<file path="config.mk">
export PLATFORM = sky130hd
export DESIGN_NAME = ikbd_host_sci
export DESIGN_NICKNAME = d
export VERILOG_FILES = /design/src/rtl/ikbd_host_sci_pkg.sv /design/src/rtl/ikbd_host_sci_fifo.sv /design/src/rtl/ikbd_host_sci.sv
export SDC_FILE = /design/constraint.sdc
export NUM_CORES = 1
export LEC_CHECK = 0
export BUFFER_PORTS_ARGS = -buffer_cell sky130_fd_sc_hd__buf_2
export CAP_MARGIN = 15
export CORE_ASPECT_RATIO = 1.1
export CORE_MARGIN = 4
export CORE_UTILIZATION = 61
export CTS_BUF_LIST = sky130_fd_sc_hd__clkbuf_2 sky130_fd_sc_hd__clkbuf_4 sky130_fd_sc_hd__clkbuf_8
export CTS_CLUSTER_SIZE = 40
export DETAILED_ROUTE_END_ITERATION = 10
export PLACE_DENSITY_LB_ADDON = 0.05
export SYNTH_ARGS = -nofsm -noshare
export SYNTH_HDL_FRONTEND = slang
export SYNTH_SLANG_ARGS = --single-unit
</file>
<file path="constraint.sdc">
create_clock -name CLKx2 -period 2.65 [get_ports CLKx2]
set_input_delay 0.3975 -clock CLKx2 [delete_from_list [all_inputs] [get_ports CLKx2]]
set_output_delay 0.3975 -clock CLKx2 [all_outputs]
set_load 0.02 [all_outputs]
</file>
<file path="src/rtl/ikbd_host_sci_pkg.sv">
// Shared definitions for the host-side IKBD serial link:
// frame geometry, the default bit time and the TX/RX FSM state codes.
package ikbd_host_sci_pkg;

  localparam int IKBD_SCI_CLKS_PER_BIT = 256;
  localparam int IKBD_SCI_DATA_BITS    = 8;

  localparam logic [2:0] ST_IDLE    = 3'd0;
  localparam logic [2:0] ST_START   = 3'd1;
  localparam logic [2:0] ST_DATA    = 3'd2;
  localparam logic [2:0] ST_STOP    = 3'd3;
  localparam logic [2:0] ST_WAIT_HI = 3'd4;

  function automatic logic last_data_bit(input logic [2:0] idx);
    return idx == 3'(IKBD_SCI_DATA_BITS - 1);
  endfunction

endpackage

</file>
<file path="src/rtl/ikbd_host_sci_fifo.sv">
// Small synchronous FIFO used as rx byte storage when the FIFO build is
// selected. DEPTH must be a power of two (>= 2) so the pointers wrap freely.
// A push into a full FIFO is only taken when a pop happens in the same cycle.
module ikbd_host_sci_fifo #(
  parameter int DEPTH = 4,
  parameter int WIDTH = 8
) (
  input  logic             clk,
  input  logic             mcu_rst,
  input  logic             push,
  input  logic [WIDTH-1:0] push_data,
  input  logic             pop,
  output logic [WIDTH-1:0] head,
  output logic             full,
  output logic             empty
);

  localparam int AW = $clog2(DEPTH);

  logic [WIDTH-1:0] mem [DEPTH];
  logic [AW-1:0]    rd_ptr;
  logic [AW-1:0]    wr_ptr;
  logic [AW:0]      count;
  logic             do_push;
  logic             do_pop;

  assign full    = (count == (AW+1)'(DEPTH));
  assign empty   = (count == '0);
  assign head    = mem[rd_ptr];
  assign do_pop  = pop & ~empty;
  assign do_push = push & (~full | do_pop);

  // Storage, pointers and occupancy; memory is cleared so head reads 0 after reset
  always_ff @(posedge clk or posedge mcu_rst) begin
    if (mcu_rst) begin
      for (int i = 0; i < DEPTH; i++) begin
        mem[i] <= '0;
      end
      rd_ptr <= '0;
      wr_ptr <= '0;
      count  <= '0;
    end else begin
      if (do_push) begin
        mem[wr_ptr] <= push_data;
        wr_ptr      <= wr_ptr + 1'b1;
      end
      if (do_pop) begin
        rd_ptr <= rd_ptr + 1'b1;
      end
      if (do_push && !do_pop) begin
        count <= count + 1'b1;
      end else if (do_pop && !do_push) begin
        count <= count - 1'b1;
      end
    end
  end

endmodule

</file>
<file path="src/rtl/ikbd_host_sci.sv">
// Host end of the IKBD MCU serial link: 8N1 transmitter toward the MCU SCI
// rx pin and receiver sampling the MCU SCI txd pin, fixed bit time of
// CLKS_PER_BIT clocks. Optional build macro IKBD_HOST_SCI_RX_FIFO_EN swaps the
// single rx holding register for an RX_FIFO_DEPTH-entry FIFO.
module ikbd_host_sci
  import ikbd_host_sci_pkg::*;
#(
  parameter int CLKS_PER_BIT  = IKBD_SCI_CLKS_PER_BIT,
  parameter int RX_FIFO_DEPTH = 4
) (
  input  logic       CLKx2,
  input  logic       RST,
  input  logic [7:0] tx_data,
  input  logic       tx_valid,
  output logic       tx_ready,
  output logic [7:0] rx_data,
  output logic       rx_valid,
  input  logic       rx_ready,
  output logic       rx_overrun,
  output logic       rx_frame_err,
  output logic       txd,
  input  logic       rxd
);

  localparam int CW = $clog2(CLKS_PER_BIT);
  localparam logic [CW-1:0] CNT_LAST = CW'(CLKS_PER_BIT - 1);
  localparam logic [CW-1:0] CNT_MID  = CW'(CLKS_PER_BIT / 2 - 1);

  logic [2:0]    tx_state;
  logic [CW-1:0] tx_cnt;
  logic [2:0]    tx_bit;
  logic [7:0]    tx_shift;

  logic          rx_meta;
  logic          rxs;
  logic          rxs_prev;
  logic          rx_fall;
  logic [2:0]    rx_state;
  logic [CW-1:0] rx_cnt;
  logic [2:0]    rx_bit;
  logic [7:0]    rx_shift;
  logic          rx_stop_sample;
  logic          rx_deliver;
  logic          rx_pop;

  assign tx_ready       = (tx_state == ST_IDLE);
  assign rx_fall        = rxs_prev & ~rxs;
  assign rx_stop_sample = (rx_state == ST_STOP) && (rx_cnt == CNT_LAST);
  assign rx_deliver     = rx_stop_sample & rxs;
  assign rx_pop         = rx_valid & rx_ready;

  // Transmit FSM: start bit, eight data bits LSB first, one stop bit, each CLKS_PER_BIT clocks
  always_ff @(posedge CLKx2 or posedge RST) begin
    if (RST) begin
      tx_state <= ST_IDLE;
      tx_cnt   <= '0;
      tx_bit   <= '0;
      tx_shift <= '0;
      txd      <= 1'b1;
    end else begin
      case (tx_state)
        ST_IDLE: begin
          if (tx_valid) begin
            tx_state <= ST_START;
            tx_shift <= tx_data;
            tx_cnt   <= '0;
            txd      <= 1'b0;
          end
        end
        ST_START: begin
          if (tx_cnt == CNT_LAST) begin
            tx_cnt   <= '0;
            tx_bit   <= '0;
            tx_state <= ST_DATA;
            txd      <= tx_shift[0];
            tx_shift <= {1'b0, tx_shift[7:1]};
          end else begin
            tx_cnt <= tx_cnt + 1'b1;
          end
        end
        ST_DATA: begin
          if (tx_cnt == CNT_LAST) begin
            tx_cnt <= '0;
            if (last_data_bit(tx_bit)) begin
              tx_state <= ST_STOP;
              txd      <= 1'b1;
            end else begin
              tx_bit   <= tx_bit + 3'd1;
              txd      <= tx_shift[0];
              tx_shift <= {1'b0, tx_shift[7:1]};
            end
          end else begin
            tx_cnt <= tx_cnt + 1'b1;
          end
        end
        ST_STOP: begin
          if (tx_cnt == CNT_LAST) begin
            tx_cnt   <= '0;
            tx_state <= ST_IDLE;
          end else begin
            tx_cnt <= tx_cnt + 1'b1;
          end
        end
        default: begin
          tx_state <= ST_IDLE;
          txd      <= 1'b1;
        end
      endcase
    end
  end

  // Two-flop synchronizer for rxd plus a delayed copy for falling-edge detection
  always_ff @(posedge CLKx2 or posedge RST) begin
    if (RST) begin
      rx_meta  <= 1'b1;
      rxs      <= 1'b1;
      rxs_prev <= 1'b1;
    end else begin
      rx_meta  <= rxd;
      rxs      <= rx_meta;
      rxs_prev <= rxs;
    end
  end

  // Receive FSM: mid-bit sampling referenced to the start-bit centre, glitch rejection, stop check
  always_ff @(posedge CLKx2 or posedge RST) begin
    if (RST) begin
      rx_state <= ST_IDLE;
      rx_cnt   <= '0;
      rx_bit   <= '0;
      rx_shift <= '0;
    end else begin
      case (rx_state)
        ST_IDLE: begin
          if (rx_fall) begin
            rx_cnt   <= '0;
            rx_state <= ST_START;
          end
        end
        ST_START: begin
          if (rx_cnt == CNT_MID) begin
            rx_cnt <= '0;
            if (rxs) begin
              rx_state <= ST_IDLE;
            end else begin
              rx_bit   <= '0;
              rx_state <= ST_DATA;
            end
          end else begin
            rx_cnt <= rx_cnt + 1'b1;
          end
        end
        ST_DATA: begin
          if (rx_cnt == CNT_LAST) begin
            rx_cnt   <= '0;
            rx_shift <= {rxs, rx_shift[7:1]};
            if (last_data_bit(rx_bit)) begin
              rx_state <= ST_STOP;
            end else begin
              rx_bit <= rx_bit + 3'd1;
            end
          end else begin
            rx_cnt <= rx_cnt + 1'b1;
          end
        end
        ST_STOP: begin
          if (rx_cnt == CNT_LAST) begin
            rx_cnt   <= '0;
            rx_state <= rxs ? ST_IDLE : ST_WAIT_HI;
          end else begin
            rx_cnt <= rx_cnt + 1'b1;
          end
        end
        ST_WAIT_HI: begin
          if (rxs) begin
            rx_state <= ST_IDLE;
          end
        end
        default: rx_state <= ST_IDLE;
      endcase
    end
  end

  // Frame error pulse the cycle after a stop bit sampled low
  always_ff @(posedge CLKx2 or posedge RST) begin
    if (RST) begin
      rx_frame_err <= 1'b0;
    end else begin
      rx_frame_err <= rx_stop_sample & ~rxs;
    end
  end

`ifdef IKBD_HOST_SCI_RX_FIFO_EN
  logic fifo_full;
  logic fifo_empty;
  logic fifo_push;

  assign fifo_push = rx_deliver & (~fifo_full | rx_pop);
  assign rx_valid  = ~fifo_empty;

  ikbd_host_sci_fifo #(
    .DEPTH (RX_FIFO_DEPTH),
    .WIDTH (8)
  ) u_rx_fifo (
    .clk       (CLKx2),
    .mcu_rst   (RST),
    .push      (fifo_push),
    .push_data (rx_shift),
    .pop       (rx_pop),
    .head      (rx_data),
    .full      (fifo_full),
    .empty     (fifo_empty)
  );

  // Overrun only when the FIFO is full and nothing leaves in the same cycle
  always_ff @(posedge CLKx2 or posedge RST) begin
    if (RST) begin
      rx_overrun <= 1'b0;
    end else begin
      rx_overrun <= rx_deliver & fifo_full & ~rx_pop;
    end
  end
`else
  // The FIFO depth only matters in the FIFO build; this keeps the parameter referenced
  if (RX_FIFO_DEPTH < 1) begin : g_unused_depth
  end

  // Single holding register: a same-cycle pop frees it for the new byte
  always_ff @(posedge CLKx2 or posedge RST) begin
    if (RST) begin
      rx_data    <= '0;
      rx_valid   <= 1'b0;
      rx_overrun <= 1'b0;
    end else begin
      rx_overrun <= 1'b0;
      if (rx_deliver) begin
        if (!rx_valid || rx_pop) begin
          rx_data  <= rx_shift;
          rx_valid <= 1'b1;
        end else begin
          rx_overrun <= 1'b1;
        end
      end else if (rx_pop) begin
        rx_valid <= 1'b0;
      end
    end
  end
`endif

endmodule

</file>
==> impl_metrics.tcl <==
set metrics [dict create \
    post_cts_buffers 0 \
    drc 0 \
    cts_resized 0 \
    end_kind "output port" \
    setup-violations-final 0 \
    p_leak_uw 0.00163 \
    swShare 0.240 \
    clkSinkCount 58 \
    core.rowCount 26 \
    rsz0062_at_grt "no" \
    post-dp-hpwl_um 3520 \
    io_buffers 25 \
    grt_antenna_before_repair 0 \
    synth_nets 277 \
    ir_drop_mv 0.506 \
    cts_hold_buf 0 \
    worstSetupPathType "reg2out" \
    critical_path.max_fanout 18 \
    final_layout_size_suffix_gt1_frac 0.317 \
    pwr-share-clk 0.444 \
    fin_worst_skew_ps 8.85 \
    slew_headroom 0.596 \
    via_per_inst 5.81 \
    worst_ep_required_time_ps 2250 \
    layout-area-overhead-vs-synth_pct 13.6 \
    design_area_sq_um 3340 \
    synth_enable_flop_cells 0 \
    fmax_ghz 0.482 \
    tns_ps 0 \
    synth_flop_cell "dfrtp_1" \
    initial_core_util 0.632 \
    wl_met2_um 2470 \
    syn-cell-area_sq_um 2940 \
    diodes 0 \
    slowest_stage "ha_1" \
    tritoncts "done" \
    clock_latency_ps 330 \
    ys.warnings.count 0 \
    grt_pass1_wl_um 8650 \
    synth_cells 253 \
    wl_met3_um 175 \
    worstMarginPinSlew_ps 601 \
    critPathLaunch "tx_state[1]$_DFFE_PP0P_" \
    die_area_sq_um 6000 \
    drt_first_iter_violations 74 \
    fin_crit_sh 0.784 \
    overflow 0 \
    firstDrtPassIters 5 \
    crit_arrival_ps 1680 \
    cts-htree-levels 3 \
    hold_class "in2async" \
    start_kind "flip-flop" \
    switching_power_uw 508 \
    grtUsageTotal 0.190 \
    avgSynthCellArea_sq_um 11.6 \
    status "finished, final reports clean" \
    reg2reg_from "rx_bit[0]$_DFFE_PP0P_" \
    clock_path_buffers 2 \
    gp_congestion 0.802 \
    p_seq_frac 0.476 \
    pwr-share-comb 0.080 \
    cts_buffers 9 \
    r2r_end "rx_bit[0]$_DFFE_PP0P_" \
    ys_seq_area_frac 0.495 \
    synthDistinctLibCells 55 \
    drtAntennaViolNets 0 \
    hold_viol 0 \
    reg2reg_slack_ps 600 \
    endpoint "tx_ready" \
    fin_nets 303 \
    async_reset_ff_frac 1.00 \
    worstPathCellList "inv_1 -> ha_1 -> buf_2" \
    maxCapViolations 0 \
    clk_pin_slew_worst_paths_ps 70 \
    die_w_um 74.2 \
    wl_met1_um 2320 \
    grt_pass1_vias 1921 \
    r2r_cells 6 \
    intPower_uw 1610 \
    ys_ff_latch 58 \
    cts_root_buffer "clkbuf_8" \
    powerDensity_nw_per_um2 634 \
    critPathMaxStageDelay_ps 520 \
    min_period_ps 2080 \
    grt_max_degree 39 \
    finalMaxSlewViolations 0 \
    ios 26 \
    avgRoutedWirePerCell_um 14.9 \
    fp.dieH_um 80.8 \
    placed_cell_area_sq_um 3110 \
    top_layer "met4" \
    drt-total-wl_um 5070 \
    core-area_sq_um 4650 \
    vias 1975 \
]
## power by group through the flow
| stage | registers (uW) | clock network [uW] | logic, uW |
|---|---|---|---|
| 2_1_floorplan | 1010 | 0 | 131 |
| 3_3_place_gp | 1020 | 0 | 160 |
| 3_5_place_dp | 1020 | 0 | 169 |
| 5_1_grt | 1020 | 998 | 194 |
| 4_1_cts | 1010 | 957 | 172 |
| 6_report | 1010 | 940 | 170 |
## worst max-delay path, delay by kind of cell, from the launching register on
| kind | cells | cell delay (ps) |
|---|---|---|
| flip-flops | 1 | 430 |
| buffers and inverters | 2 | 380 |
| adder cells (fa/ha/maj) | 1 | 520 |
## kinds of logic (layout without fill, tap and decap cells)
| kind of cell | count (synthesis) | count (layout) | synth area share |
|---|---|---|---|
| xor+xnor | 3 | 3 | 0.00893 |
| mux | 37 | 37 | 0.140 |
| buf+inv | 20 | 51 | 0.0289 |
| simple gates | 69 | 69 | 0.137 |
| compound gates | 55 | 55 | 0.143 |
| fa+ha+maj | 11 | 11 | 0.0468 |
| flops | 58 | 58 | 0.495 |
## synthesized netlist by cell type (all sizes together), types with 2 or more instances
cell     count  area share
mux2i        3       0.010
mux2        34        0.13
nor2        10       0.014
o22ai        5       0.011
a22o         7       0.021
nor3         5      0.0085
clkbuf       5      0.0068
nand2b       5       0.011
a31oi        4      0.0085
a311oi       2      0.0060
buf          7       0.012
o31ai        4       0.010
o21ai       11       0.020
inv          8       0.010
a21oi        5      0.0098
xnor2        2      0.0060
dfstp        4       0.036
and3         2      0.0043
nand4        2      0.0094
a2111oi      2      0.0060
o311ai       2       0.012
nor2b        4      0.0085
nand3        8       0.015
nor4         4       0.019
ha          11       0.047
nand2       19       0.024
and2         4      0.0085
dfrtp       54        0.46
a221o        3       0.010
a21o         3      0.0077
## layer usage
metal	vias to the layer above	track usage
met5	-	0
met2	24	0.302
li1	989	-
met4	0	0.0907
met3	11	0.0569
met1	951	0.235
## layout by cell type (no fill, tap or decap), drive strengths merged, types with 3 or more instances in the layout
cell,synthesis,layout
a22o,7,7
a21oi,5,5
buf,7,27
clkbuf,5,12
a221o,3,3
nand2b,5,5
nand3,8,8
nor4,4,4
dfrtp,54,54
mux2,34,34
nand2,19,19
mux2i,3,3
a21o,3,3
nor3,5,5
nor2,10,10
and2,4,4
nor2b,4,4
o22ai,5,5
inv,8,8
o31ai,4,4
a31oi,4,4
o21ai,11,11
ha,11,11
dfstp,4,4
## metrics by stage
step	std cells	utilization	worst slack [ps]	power (uW)	hold slack (ps)
floorplan	253	-	767	1140	345
finish	340	0.718	573	2120	64.0
global route	340	0.718	438	2210	69.6
global placement	324	0.668	637	1180	347
CTS	340	0.718	567	2140	62.6
detailed placement	324	0.668	602	1190	356
## registers in the layout, summed over array words and instances, names as in the netlist
signal        flops
rx_bit            3
tx_cnt            8
rxs               1
rx_state          3
tx_bit            3
rx_shift          8
tx_shift          8
rx_overrun        1
rx_valid          1
rx_cnt            8
rx_meta           1
tx_state          2
rxs_prev          1
rx_data           8
txd               1
rx_frame_err      1
## layout make-up
| cell class | instances | area (sq um) |
|---|---|---|
| sequential | 58 | 1460 |
| multi-input combinational | 175 | 1400 |
| fill | 328 | 1310 |
| clock buffer | 12 | 159 |
| timing repair buffer | 27 | 153 |
| clock inverter | 4 | 73.8 |
| tap | 56 | 70.1 |
| inverter | 8 | 30.0 |
## worst min-delay path by stage
stage	endpoint	slack, ps	depth (start not counted)
after global placement	rxs$_DFF_PP1_	350	0
after global routing	rx_cnt[7]$_DFFE_PP0P_	70	2
after floorplan	rxs$_DFF_PP1_	350	0
after CTS	rx_cnt[7]$_DFFE_PP0P_	60	2
after detailed placement	rxs$_DFF_PP1_	360	0
final	rx_cnt[7]$_DFFE_PP0P_	60	2
No activity file was read; power rests on OpenSTA's default activity.
